$ cat config.mk
export PLATFORM = sky130hd
export DESIGN_NAME = life_manager
export DESIGN_NICKNAME = d
export VERILOG_FILES = /design/src/rtl/life_manager.sv
export SDC_FILE = /design/constraint.sdc
export NUM_CORES = 1
export LEC_CHECK = 0
export ABC_AREA = 1
export CAP_MARGIN = 20
export CORE_MARGIN = 10
export CORE_UTILIZATION = 56
export DETAILED_ROUTE_END_ITERATION = 7
export GPL_TIMING_DRIVEN = 0
export PLACE_DENSITY_LB_ADDON = 0.2
export SYNTH_ARGS = -nofsm -noshare
export SYNTH_HDL_FRONTEND = slang
export SYNTH_SLANG_ARGS = --single-unit
export TNS_END_PERCENT = 30
$ cat constraint.sdc
create_clock -name clk -period 2 [get_ports clk]
set_input_delay 0.3 -clock clk [delete_from_list [all_inputs] [get_ports clk]]
set_output_delay 0.3 -clock clk [all_outputs]
set_load 0.05 [all_outputs]
$ cat src/rtl/life_manager.sv
// life_manager: tracks remaining lives, the post-loss grace window and game over.
// All outputs come straight from flops; every response lands one clock after its input pulse.
module life_manager #(
    parameter int unsigned INIT_LIFE    = 3,
    parameter int unsigned MAX_LIFE     = 9,
    parameter int unsigned GRACE_FRAMES = 60
) (
    input  logic       clk,
    input  logic       resetN,
    input  logic       startOfFrame,
    input  logic       newGame,
    input  logic       ballLost,
    input  logic       extraLife,
    output logic [3:0] life,
    output logic       gameOver,
    output logic       respawnBall,
    output logic       graceActive
);

    localparam logic [1:0] ST_PLAY      = 2'd0;
    localparam logic [1:0] ST_GRACE     = 2'd1;
    localparam logic [1:0] ST_GAME_OVER = 2'd2;

    localparam logic [3:0] INIT_L  = 4'(INIT_LIFE);
    localparam logic [3:0] MAX_L   = 4'(MAX_LIFE);
    localparam logic [7:0] GRACE_N = 8'(GRACE_FRAMES);

    logic [1:0] state_q, state_d;
    logic [3:0] life_q, life_d;
    logic [7:0] cnt_q, cnt_d;
    logic       respawn_q, respawn_d;
    logic       over_q, grace_q;
    logic [3:0] life_inc;

    // Saturating increment shared by PLAY and GRACE.
    always_comb begin
        life_inc = (life_q >= MAX_L) ? MAX_L : life_q + 4'd1;
    end

    // Next-state decode; newGame overrides everything.
    always_comb begin
        state_d   = state_q;
        life_d    = life_q;
        cnt_d     = cnt_q;
        respawn_d = 1'b0;
        if (newGame) begin
            state_d   = ST_PLAY;
            life_d    = INIT_L;
            cnt_d     = 8'd0;
            respawn_d = 1'b1;
        end else begin
            case (state_q)
                ST_PLAY: begin
                    if (ballLost && extraLife) begin
                        // Loss and award cancel out, but the ball still has to respawn.
                        state_d   = ST_GRACE;
                        cnt_d     = GRACE_N;
                        respawn_d = 1'b1;
                    end else if (ballLost) begin
                        if (life_q > 4'd1) begin
                            life_d    = life_q - 4'd1;
                            state_d   = ST_GRACE;
                            cnt_d     = GRACE_N;
                            respawn_d = 1'b1;
                        end else begin
                            life_d  = 4'd0;
                            state_d = ST_GAME_OVER;
                        end
                    end else if (extraLife) begin
                        life_d = life_inc;
                    end
                end
                ST_GRACE: begin
                    if (extraLife) begin
                        life_d = life_inc;
                    end
                    if (startOfFrame) begin
                        if (cnt_q > 8'd1) begin
                            cnt_d = cnt_q - 8'd1;
                        end else begin
                            cnt_d   = 8'd0;
                            state_d = ST_PLAY;
                        end
                    end
                end
                ST_GAME_OVER: begin
                    life_d = 4'd0;
                end
                default: begin
                    state_d = ST_PLAY;
                    life_d  = INIT_L;
                    cnt_d   = 8'd0;
                end
            endcase
        end
    end

    // State and registered status flags, all asynchronously reset.
    always_ff @(posedge clk or negedge resetN) begin
        if (!resetN) begin
            state_q   <= ST_PLAY;
            life_q    <= INIT_L;
            cnt_q     <= 8'd0;
            respawn_q <= 1'b0;
            over_q    <= 1'b0;
            grace_q   <= 1'b0;
        end else begin
            state_q   <= state_d;
            life_q    <= life_d;
            cnt_q     <= cnt_d;
            respawn_q <= respawn_d;
            over_q    <= (state_d == ST_GAME_OVER);
            grace_q   <= (state_d == ST_GRACE);
        end
    end

    assign life        = life_q;
    assign gameOver    = over_q;
    assign respawnBall = respawn_q;
    assign graceActive = grace_q;

endmodule
Word level (Yosys, flattened, before mapping)
Cells that the tools add are included.

Reduce and logical (&&, ||, !) cells: 3. Add/subtract/negate cells: 3. Muxes and demuxes: 26. Equality and inequality tests: 9. Magnitude comparators: 3.

Operators by type and width (count): 8-bit two-way mux (6); 4-bit two-way mux (6); 8-bit one-hot mux with 3 select lines (1); 2-bit two-way mux (6); 4-bit one-hot mux with 3 select lines (1); 8-bit by 1-bit greater-than comparator with 1-bit output (second input constant) (1); 4-bit != test (second input constant) (2); 8-bit by 1-bit subtractor with 8-bit output (second input constant) (1); 3-bit != test (second input constant) (2); 2-bit one-hot mux with 3 select lines (1); 1-bit two-way mux (5); 4-bit by 1-bit adder with 4-bit output (second input constant) (1); 2-bit by 1-bit == test with 1-bit output (second input constant) (2); 2-bit == test (second input constant) (2); 4-bit >= comparator (second input constant) (1); 4-bit by 1-bit greater-than comparator with 1-bit output (second input constant) (1); 4-bit AND reduction (1); 4-bit by 1-bit subtractor with 4-bit output (second input constant) (1); 2-bit zero test (1); 2-bit != test (second input constant) (1); 1-bit logical AND (1).

Output and inout port bits: 7. Logic and storage cells: 50. Flip-flop bits (word level): 17.

Depth between registers and ports, before layout
Gate-level depths: netlist of run 1.

Depth in word-level cells: 7. Depth in mapped cells: 10.

Least setup slack after synthesis of run 1
OpenSTA, ideal clock, no wires.

Path type: reg-to-reg. From: register life_q[0], in the netlist life[0]. To: register cnt_q[7]. Arrival: 1.713 ns. Cell stages (with the launch flop): 11. Path slack: 0.174 ns. Library setup time: 0.113 ns. Required time: 1.887 ns. Period minus slack after synthesis: 1.826 ns. Buffers on the path: 0. Cell sequence: dfstp_2 inv_1 ha_1 nor2_1 nor2_1 nand3_2 nand3_4 inv_4 nand2_2 nand2_1 nor2_2.

Word-level cells in the longest chain between the ends: 3.

Ends and longest elaborated chain: from (decl) (line 29) `logic [3:0] life_q, life_d;`; from (signal assigned) (line 109) `life_q <= life_d;`; 4-bit by 1-bit greater-than comparator with 1-bit output (line 60) `if (life_q > 4'd1) begin`; 4-bit != test (no line); 4-bit AND reduction (no line); to (signal assigned) (line 110) `cnt_q <= cnt_d;`; to (decl) (line 30) `logic [7:0] cnt_q, cnt_d;`.

Every way passes these cells. A chain may end at the register's enable or synchronous reset.

Worst setup path in the final report of run 1
From: register life_q[2], in the netlist life[2]. To: output life[2].

RTL lines: to (decl) (line 14) `output logic [3:0] life,`.

No word-level cell between the ends.

==> reports/results.ini, run 1 <==
[place]
post-place-ws_ns = 0.252
portBuffers = 9
dpl_cell_area_sq_um = 1390
hpwlAfterDp_mm = 2.35
gp_congestion = 0.877

[clock_network]
clk_path_buf_depth = 2
clk_latency_ns = 0.28
htreeDepth = 1
post_cts_buffers = 0
ctsResizeCount = 2
clk_pin_slew_ns = 0.10
numClockSinks = 17
cts_tree = done
cts-root-buf = clkbuf_4
numCtsBuffers = 3
cts_hold_buffers = 0

[grt]
grt_pass1_wl_mm = 5.04
grt_overflow = 0
antenna_found_initial = 0
grt_pass1_vias = 1186
grt_max_degree = 18
grt_usage = 0.139

[worst_hold_path]
worstHoldPathType = input port to flip-flop
hp-start = newGame

[critical_path]
critPathTopFamily = buffers and inverters
reg2reg_from = life[0]$_DFFE_PN1P_
critical_path.endpoint_type = primary output
worst_ep_required_time_ns = 1.70
critical_path_buf_inv_count = 1
cp_max_fo = 6
startpoint = life[2]$_DFFE_PN0P_
slowest_stage = clkdlybuf4s50_1
cpPeakStageDelay_ns = 0.85
cp-start-kind = flip-flop
crit_type = flip-flop to primary output
crit_chain = clkdlybuf4s50_1
worstPathArrival_ns = 1.61

[timing]
hold_ws_ns = 0.279
period_minus_slack_ns = 1.91
finalHoldViolCount = 0
fin_crit_sh = 0.957
setup_ws_ns = 0.0860
slew-limit-headroom = 0.458
report.final.setup_viol = 0
rsz0062_at_grt = false
finalClockSkew_ns = 0.00121
max_clock_freq_mhz = 522
tightest_slew_ns = 0.810
maxSlewViolCount = 0
tns_ns = 0

[yosys]
syn_nets = 196
seq_area_frac_synth = 0.339
yosysWarnings = 0
ys_dominant_reg_cell = dfrtp_1
synthCells = 185
yosysTopAreaCellShare = 0.297
synth_largest_area_cell = dfrtp_1
yosys-top-cells-count = nand2_1, nor2_1, inv_1, nand3_1, dfrtp_1
netlist_top_cells_area = dfrtp_1, nand2_1, nor2_1
synth.most_common_cell = nand2_1
syn_area_per_cell_sq_um = 6.83
synth-edff-count = 0
ys_ff_latch = 17
synthArstFlopShare = 1.00
netlist_area_sq_um = 1260
synth_cell_types = 29

[final_layout]
area_growth_pct = 11.8
antenna_cells = 0
stdcell_area_sq_um = 1410
nets = 210
layout-drive-gt1-share = 0.116

[floorplan]
fp.dieW_microns = 67.5
die_h_microns = 67.5
ioPinCount = 13
dieArea_sq_um = 4560
coreArea_sq_um = 2190
initial_utilization = 0.577
rows = 17

[route]
wl_per_cell_microns = 12.8
via_per_inst = 5.41
drc = 0
drt_pre_antenna_iters = 4
routed_wl_mm = 2.89
vias = 1223
initialDrtViolationCount = 86
final_antenna_net_count = 0

[power_and_ir_drop]
finalPower_mw = 1.84
leakage_nw = 0.683
ir_worst_vdd_mv = 0.862
powerDensity_nw_per_um2 = 1300

[flow_run]
drv_cap = 0

[run_status]
status = finished clean

[final timing paths]
kind | cells past startpoint | to | slack [ns]
max | 1 | life[2] | 0.09
min | 2 | state_q[0]$_DFF_PN0_ | 0.28
max reg2reg | 10 | cnt_q[7]$_DFFE_PN0P_ | 0.24
min reg2reg | 2 | cnt_q[1]$_DFFE_PN0P_ | 0.53
max in group asynchronous | 1 | state_q[1]$_DFF_PN0_ | 1.03
min in group asynchronous | 1 | cnt_q[2]$_DFFE_PN0P_ | 0.47
[final cells by class]
type	count	area (sq um)
Sequential cell	17	428
Multi-Input combinational cell	140	724
Clock buffer	4	26.3
Tap cell	28	35.0
Inverter	25	96.3
Fill cell	204	778
Buffer	3	15.0
Timing Repair Buffer	9	87.6
[through the flow]
stage | utilization | cells
after floorplan | - | 185
after global placement | 0.634 | 222
after detailed placement | 0.634 | 222
after CTS | 0.645 | 226
after global routing | 0.645 | 226
final | 0.645 | 226
[registers in the layout, summed over array words and instances (netlist names)]
| signal | flops |
|---|---|
| cnt_q | 8 |
| life | 4 |
| state_q | 2 |
| gameOver | 1 |
| graceActive | 1 |
| respawnBall | 1 |
[per-layer routing]
metal  share of wire  vias to the layer above  track usage  wire length (microns)
li1                -                      625            -                      -
met1            0.43                      565        0.156                   1250
met2            0.50                       25        0.244                   1450
met3           0.042                        8       0.0347                    122
met4           0.023                        0       0.0590                     66
met5               0                        -            0                      0
[cell families (layout without fill, tap and decap cells)]
family / count (synthesis) / in the layout / synth area share
AO/OA/AOI/OAI: 22 / 22 / 0.0951
buffers and inverters: 28 / 41 / 0.0881
AND/OR/NAND/NOR: 109 / 109 / 0.401
adder cells (fa/ha/maj): 5 / 5 / 0.0495
flip-flops: 17 / 17 / 0.339
XOR/XNOR: 4 / 4 / 0.0277
[where the power goes]
part,switching (mW),internal (mW)
clock network,0.107,0.0774
registers,0.128,0.457
logic,0.708,0.363
total,0.943,0.898
[placed cells by master, fill, tap and decap left out, types with 2 or more instances in the layout]
master / synthesis / final
a21oi_1: 6 / 6
buf_2: 3 / 3
clkbuf_4: 0 / 3
clkdlybuf4s50_1: 0 / 7
dfrtp_1: 15 / 15
dfstp_2: 2 / 2
dlygate4sd2_1: 0 / 2
ha_1: 5 / 5
inv_1: 20 / 20
inv_2: 4 / 4
nand2_1: 48 / 48
nand3_1: 18 / 18
nand3_2: 2 / 2
nand4_1: 5 / 5
nor2_1: 26 / 26
nor2_2: 2 / 2
nor2_4: 2 / 2
o211ai_1: 2 / 2
o21ai_0: 8 / 8
o21ai_1: 3 / 3
xnor2_1: 2 / 2
xor2_1: 2 / 2
Note: power is estimated with default switching activity, not from simulation.
==> run 2: changes to the inputs <==
SKIP_CTS_REPAIR_TIMING = 1   (was not set)
==> run 2 against run 1 <==
  * Sequential share of layout area fell by 0.16 points
  * Largest cell class unchanged
  * Critical endpoint unchanged
  * Setup slack worse by 0.0091 ns
  * Global-route usage unchanged
  * Final area grew 0.53%
  * Clock-buffer cell count unchanged
==> reports/results.ini, run 2 (same netlist as run 1, synthesis figures left out) <==
[power_and_ir_drop]
leakage_nw = 0.694
powerDensity_nw_per_um2 = 1310
ir_worst_vdd_mv = 0.810
finalPower_mw = 1.86

[final_layout]
final_common_cell = nand2_1
nets = 210
layout_common_cells = nand2_1, nor2_1, inv_1
layout-drive-gt1-share = 0.116
area_growth_pct = 12.4
antenna_cells = 0
regMostFlops = cnt_q
nFillCells = 202
largest_reg_flops = 8

[worst_hold_path]
min_to = state_q[0]$_DFF_PN0_
hp-start = newGame
min_path_cells = 2
worstHoldPathType = input port to flip-flop

[timing]
report.final.setup_viol = 0
fin_crit_sh = 0.962
max_clock_freq_mhz = 520
slew-limit-headroom = 0.458
hold_ws_ns = 0.278
finalClockSkew_ns = 0.000700
rsz0062_at_grt = false
period_minus_slack_ns = 1.92
maxSlewViolCount = 0
tightest_slew_ns = 0.811
setup_ws_ns = 0.0769
finalHoldViolCount = 0

[grt]
grt_overflow = 0
grt_max_degree = 18
grt_pass1_vias = 1186
antenna_found_initial = 0
grt_pass1_wl_mm = 5.04
grt_usage = 0.139

[floorplan]
rows = 17
fp.dieW_microns = 67.5
initial_utilization = 0.577
coreArea_sq_um = 2190
die_h_microns = 67.5
dieArea_sq_um = 4560
ioPinCount = 13

[clock_network]
htreeDepth = 1
clk_latency_ns = 0.28
clk_pin_slew_ns = 0.10
cts-root-buf = clkbuf_4
numClockSinks = 17
cts_tree = done
numCtsBuffers = 3
clk_path_buf_depth = 2

[place]
hpwlAfterDp_mm = 2.35
gp_congestion = 0.877
post-place-ws_ns = 0.252
portBuffers = 9

[route]
final_antenna_net_count = 0
drt_pre_antenna_iters = 4
drc = 0
vias = 1237
wl_per_cell_microns = 13.0
initialDrtViolationCount = 103
routed_wl_mm = 2.94
via_per_inst = 5.47

[critical_path]
cp_max_fo = 6
slowest_stage = clkdlybuf4s50_1
worst_ep_required_time_ns = 1.70
worstPathArrival_ns = 1.62
critPathTopFamily = buffers and inverters
cp-start-kind = flip-flop
crit_chain = clkdlybuf4s50_1
critical_path_buf_inv_count = 1
reg2reg_depth = 10
critical_path.endpoint_type = primary output
rrSetupSlack_ns = 0.21
r2r_end = cnt_q[7]$_DFFE_PN0P_
reg2reg_from = life[0]$_DFFE_PN1P_
crit_type = flip-flop to primary output
cpPeakStageDelay_ns = 0.86

[run_status]
status = finished clean

[flow_run]
drv_cap = 0

[run 2: cell types whose count changed in the layout (fill, tap and decap cells not counted)]
cell / delta
dlygate4sd2_1: -2
dlymetal6s2s_1: +2
[run 2: power breakdown]
group          internal [mW]  switching, mW
combinational          0.375          0.711
sequential             0.457          0.130
clock                 0.0774          0.107
total                  0.909          0.948
[run 2: worst max path at each step]
stage                            to  slack (ns)           startpoint  cells past startpoint
2_1_floorplan  cnt_q[7]$_DFFE_PN0P_        0.17  life[0]$_DFFE_PN1P_                     10
3_3_place_gp   cnt_q[7]$_DFFE_PN0P_        0.26  life[0]$_DFFE_PN1P_                     10
3_5_place_dp   cnt_q[7]$_DFFE_PN0P_        0.25  life[0]$_DFFE_PN1P_                     10
4_1_cts                     life[0]       -0.02  life[0]$_DFFE_PN1P_                      1
5_1_grt                     life[2]        0.01  life[2]$_DFFE_PN0P_                      1
6_report                    life[2]        0.08  life[2]$_DFFE_PN0P_                      1
[run 2: cell type report]
| type | count | area (sq um) | share of cell area |
|---|---|---|---|
| Buffer | 3 | 15.0 | 0.0106 |
| Clock buffer | 4 | 26.3 | 0.0185 |
| Inverter | 25 | 96.3 | 0.0678 |
| Multi-Input combinational cell | 140 | 724 | 0.510 |
| Sequential cell | 17 | 428 | 0.301 |
| Tap cell | 28 | 35.0 | 0.0247 |
| Timing Repair Buffer | 9 | 95.1 | 0.0670 |
[run 2: worst reg2reg max path, stage by stage (launching register included)]
cell	delay (ns)
dfstp_2	0.60
inv_1	0.12
ha_1	0.28
nor2_1	0.12
nor2_1	0.07
nand3_2	0.09
nand3_4	0.15
inv_4	0.11
nand2_2	0.04
nand2_1	0.07
nor2_2	0.03
[run 2: layer usage]
metal | GRT usage | vias to the layer above | part of all wire
li1 | - | 626 | -
met1 | 0.156 | 575 | 0.42
met2 | 0.244 | 28 | 0.51
met3 | 0.0347 | 8 | 0.046
met4 | 0.0590 | 0 | 0.022
met5 | 0 | - | 0
[run 2: metrics by stage]
step           std cells   util  area (sq um)  setup TNS, ns
3_3_place_gp         222  0.634          1390              0
6_report             226  0.648          1420              0
3_5_place_dp         222  0.634          1390              0
5_1_grt              226  0.648          1420              0
2_1_floorplan        185      -          1260              0
4_1_cts              226  0.646          1420        -0.0239
==> run 3: changes to the inputs <==
CORE_MARGIN = 8   (was 10)
CTS_BUF_LIST = sky130_fd_sc_hd__clkbuf_8 sky130_fd_sc_hd__clkbuf_16   (was not set)
REMOVE_ABC_BUFFERS = 1   (was not set)
==> run 3 against run 2 <==
  * Sequential power grew 1%
  * Final area grew 2.0%
  * Total power grew 3.3%
  * Flip-flop and latch count is the same
  * Register-to-register slack lost 0.02 ns
  * Hold slack gained 0.23 ns
  * Setup slack lost 0.049 ns
  * Largest cell class unchanged
  * Largest power group unchanged
  * Highest routed layer unchanged
==> reports/results.ini, run 3 (same netlist as run 1, synthesis figures left out) <==
[run_status]
status = finished clean

[route]
vias = 1227
final_antenna_net_count = 0
routed_wl_mm = 2.92
wl_per_cell_microns = 12.9
drc = 0
drt_pre_antenna_iters = 4
initialDrtViolationCount = 59
via_per_inst = 5.43

[final_layout]
layout-drive-gt1-share = 0.101
largest_reg_flops = 8
final_cells = 226
nets = 210
regMostFlops = cnt_q
final_common_cell = nand2_1
finish.utilization = 0.668
antenna_cells = 0
area_growth_pct = 14.7
stdcell_area_sq_um = 1450
layout_common_cells = nand2_1, nor2_1, inv_1

[power_and_ir_drop]
finalPower_mw = 1.92
ir_worst_vdd_mv = 0.814
powerDensity_nw_per_um2 = 1320
leakage_nw = 0.695

[worst_hold_path]
worstHoldPathType = input port to async pin

[place]
place_inst = 222
post-place-ws_ns = 0.0928
dpl_cell_area_sq_um = 1400
portBuffers = 12
gp_congestion = 0.880
hpwlAfterDp_mm = 2.26

[grt]
grt_max_degree = 18
grtUsageMet3 = 0.0283
grt.busiest_layer = met2
use_met2 = 0.269
grt_usage = 0.150
antenna_found_initial = 0
grt_use_met1 = 0.153
grt_overflow = 0
grt_pass1_vias = 1206
grt_pass1_wl_mm = 4.97

[timing]
finalHoldViolCount = 0
max_clock_freq_mhz = 507
setup_ws_ns = 0.0276
slew-limit-headroom = 0.470
rsz0062_at_grt = false
maxSlewViolCount = 0
hold_ws_ns = 0.508
tightest_slew_ns = 0.792
tns_ns = 0
fin_crit_sh = 0.986
finalClockSkew_ns = 0.00310
report.final.setup_viol = 0
period_minus_slack_ns = 1.97

[floorplan]
ioPinCount = 13
dieArea_sq_um = 4030
rows = 17
die_h_microns = 63.5
initial_utilization = 0.582
coreArea_sq_um = 2170
fp.dieW_microns = 63.5

[clock_network]
numCtsBuffers = 3
htreeDepth = 1
numClockSinks = 17
cts-root-buf = clkbuf_8
cts_tree = done
clk_pin_slew_ns = 0.06
clk_latency_ns = 0.25
clk_path_buf_depth = 2

[critical_path]
cp-start-kind = flip-flop
crit_type = flip-flop to primary output
slowest_stage = clkdlybuf4s50_1
cp_max_fo = 6
critical_path_buf_inv_count = 1
cpPeakStageDelay_ns = 0.83
worstPathArrival_ns = 1.67
crit_chain = clkdlybuf4s50_1
worst_ep_required_time_ns = 1.70
critPathTopFamily = buffers and inverters
critical_path.endpoint_type = primary output

[flow_run]
drv_cap = 0

[run 3: cell types whose count changed in the layout (fill, tap and decap cells not counted), sizes merged]
cell / before / now
inv: 25 / 26
clkbuf: 4 / 3
buf: 3 / 0
clkdlybuf4s50: 7 / 12
dlymetal6s2s: 2 / 0
[run 3: power by group]
part           internal, mW  switching, mW  total (mW)
Clock                 0.136          0.116       0.252
Sequential            0.458          0.135       0.593
Combinational         0.378          0.697        1.07
Total                 0.973          0.947        1.92
[run 3: worst paths after layout]
check | startpoint | end | slack [ns] | depth (start not counted)
max | life[0]$_DFFE_PN1P_ | life[0] | 0.03 | 1
min in group clk | cnt_q[1]$_DFFE_PN0P_ | cnt_q[1]$_DFFE_PN0P_ | 0.53 | 2
min | resetN | state_q[1]$_DFF_PN0_ | 0.51 | 1
min reg2reg | cnt_q[1]$_DFFE_PN0P_ | cnt_q[1]$_DFFE_PN0P_ | 0.53 | 2
max in group asynchronous | resetN | cnt_q[3]$_DFFE_PN0P_ | 1.00 | 1
max reg2reg | life[0]$_DFFE_PN1P_ | cnt_q[7]$_DFFE_PN0P_ | 0.19 | 10
[run 3: area by class of cell]
cell class	count	area (sq um)
Multi-Input combinational cell	140	724
Clock buffer	3	41.3
Fill cell	203	721
Inverter	25	96.3
Clock inverter	1	3.75
Tap cell	28	35.0
Timing Repair Buffer	12	120
Sequential cell	17	428
[run 3: routing by layer]
layer / share of wire / vias to the layer above
li1: - / 623
met3: 0.039 / 11
met4: 0.037 / 0
met1: 0.41 / 565
met5: 0 / -
met2: 0.51 / 28
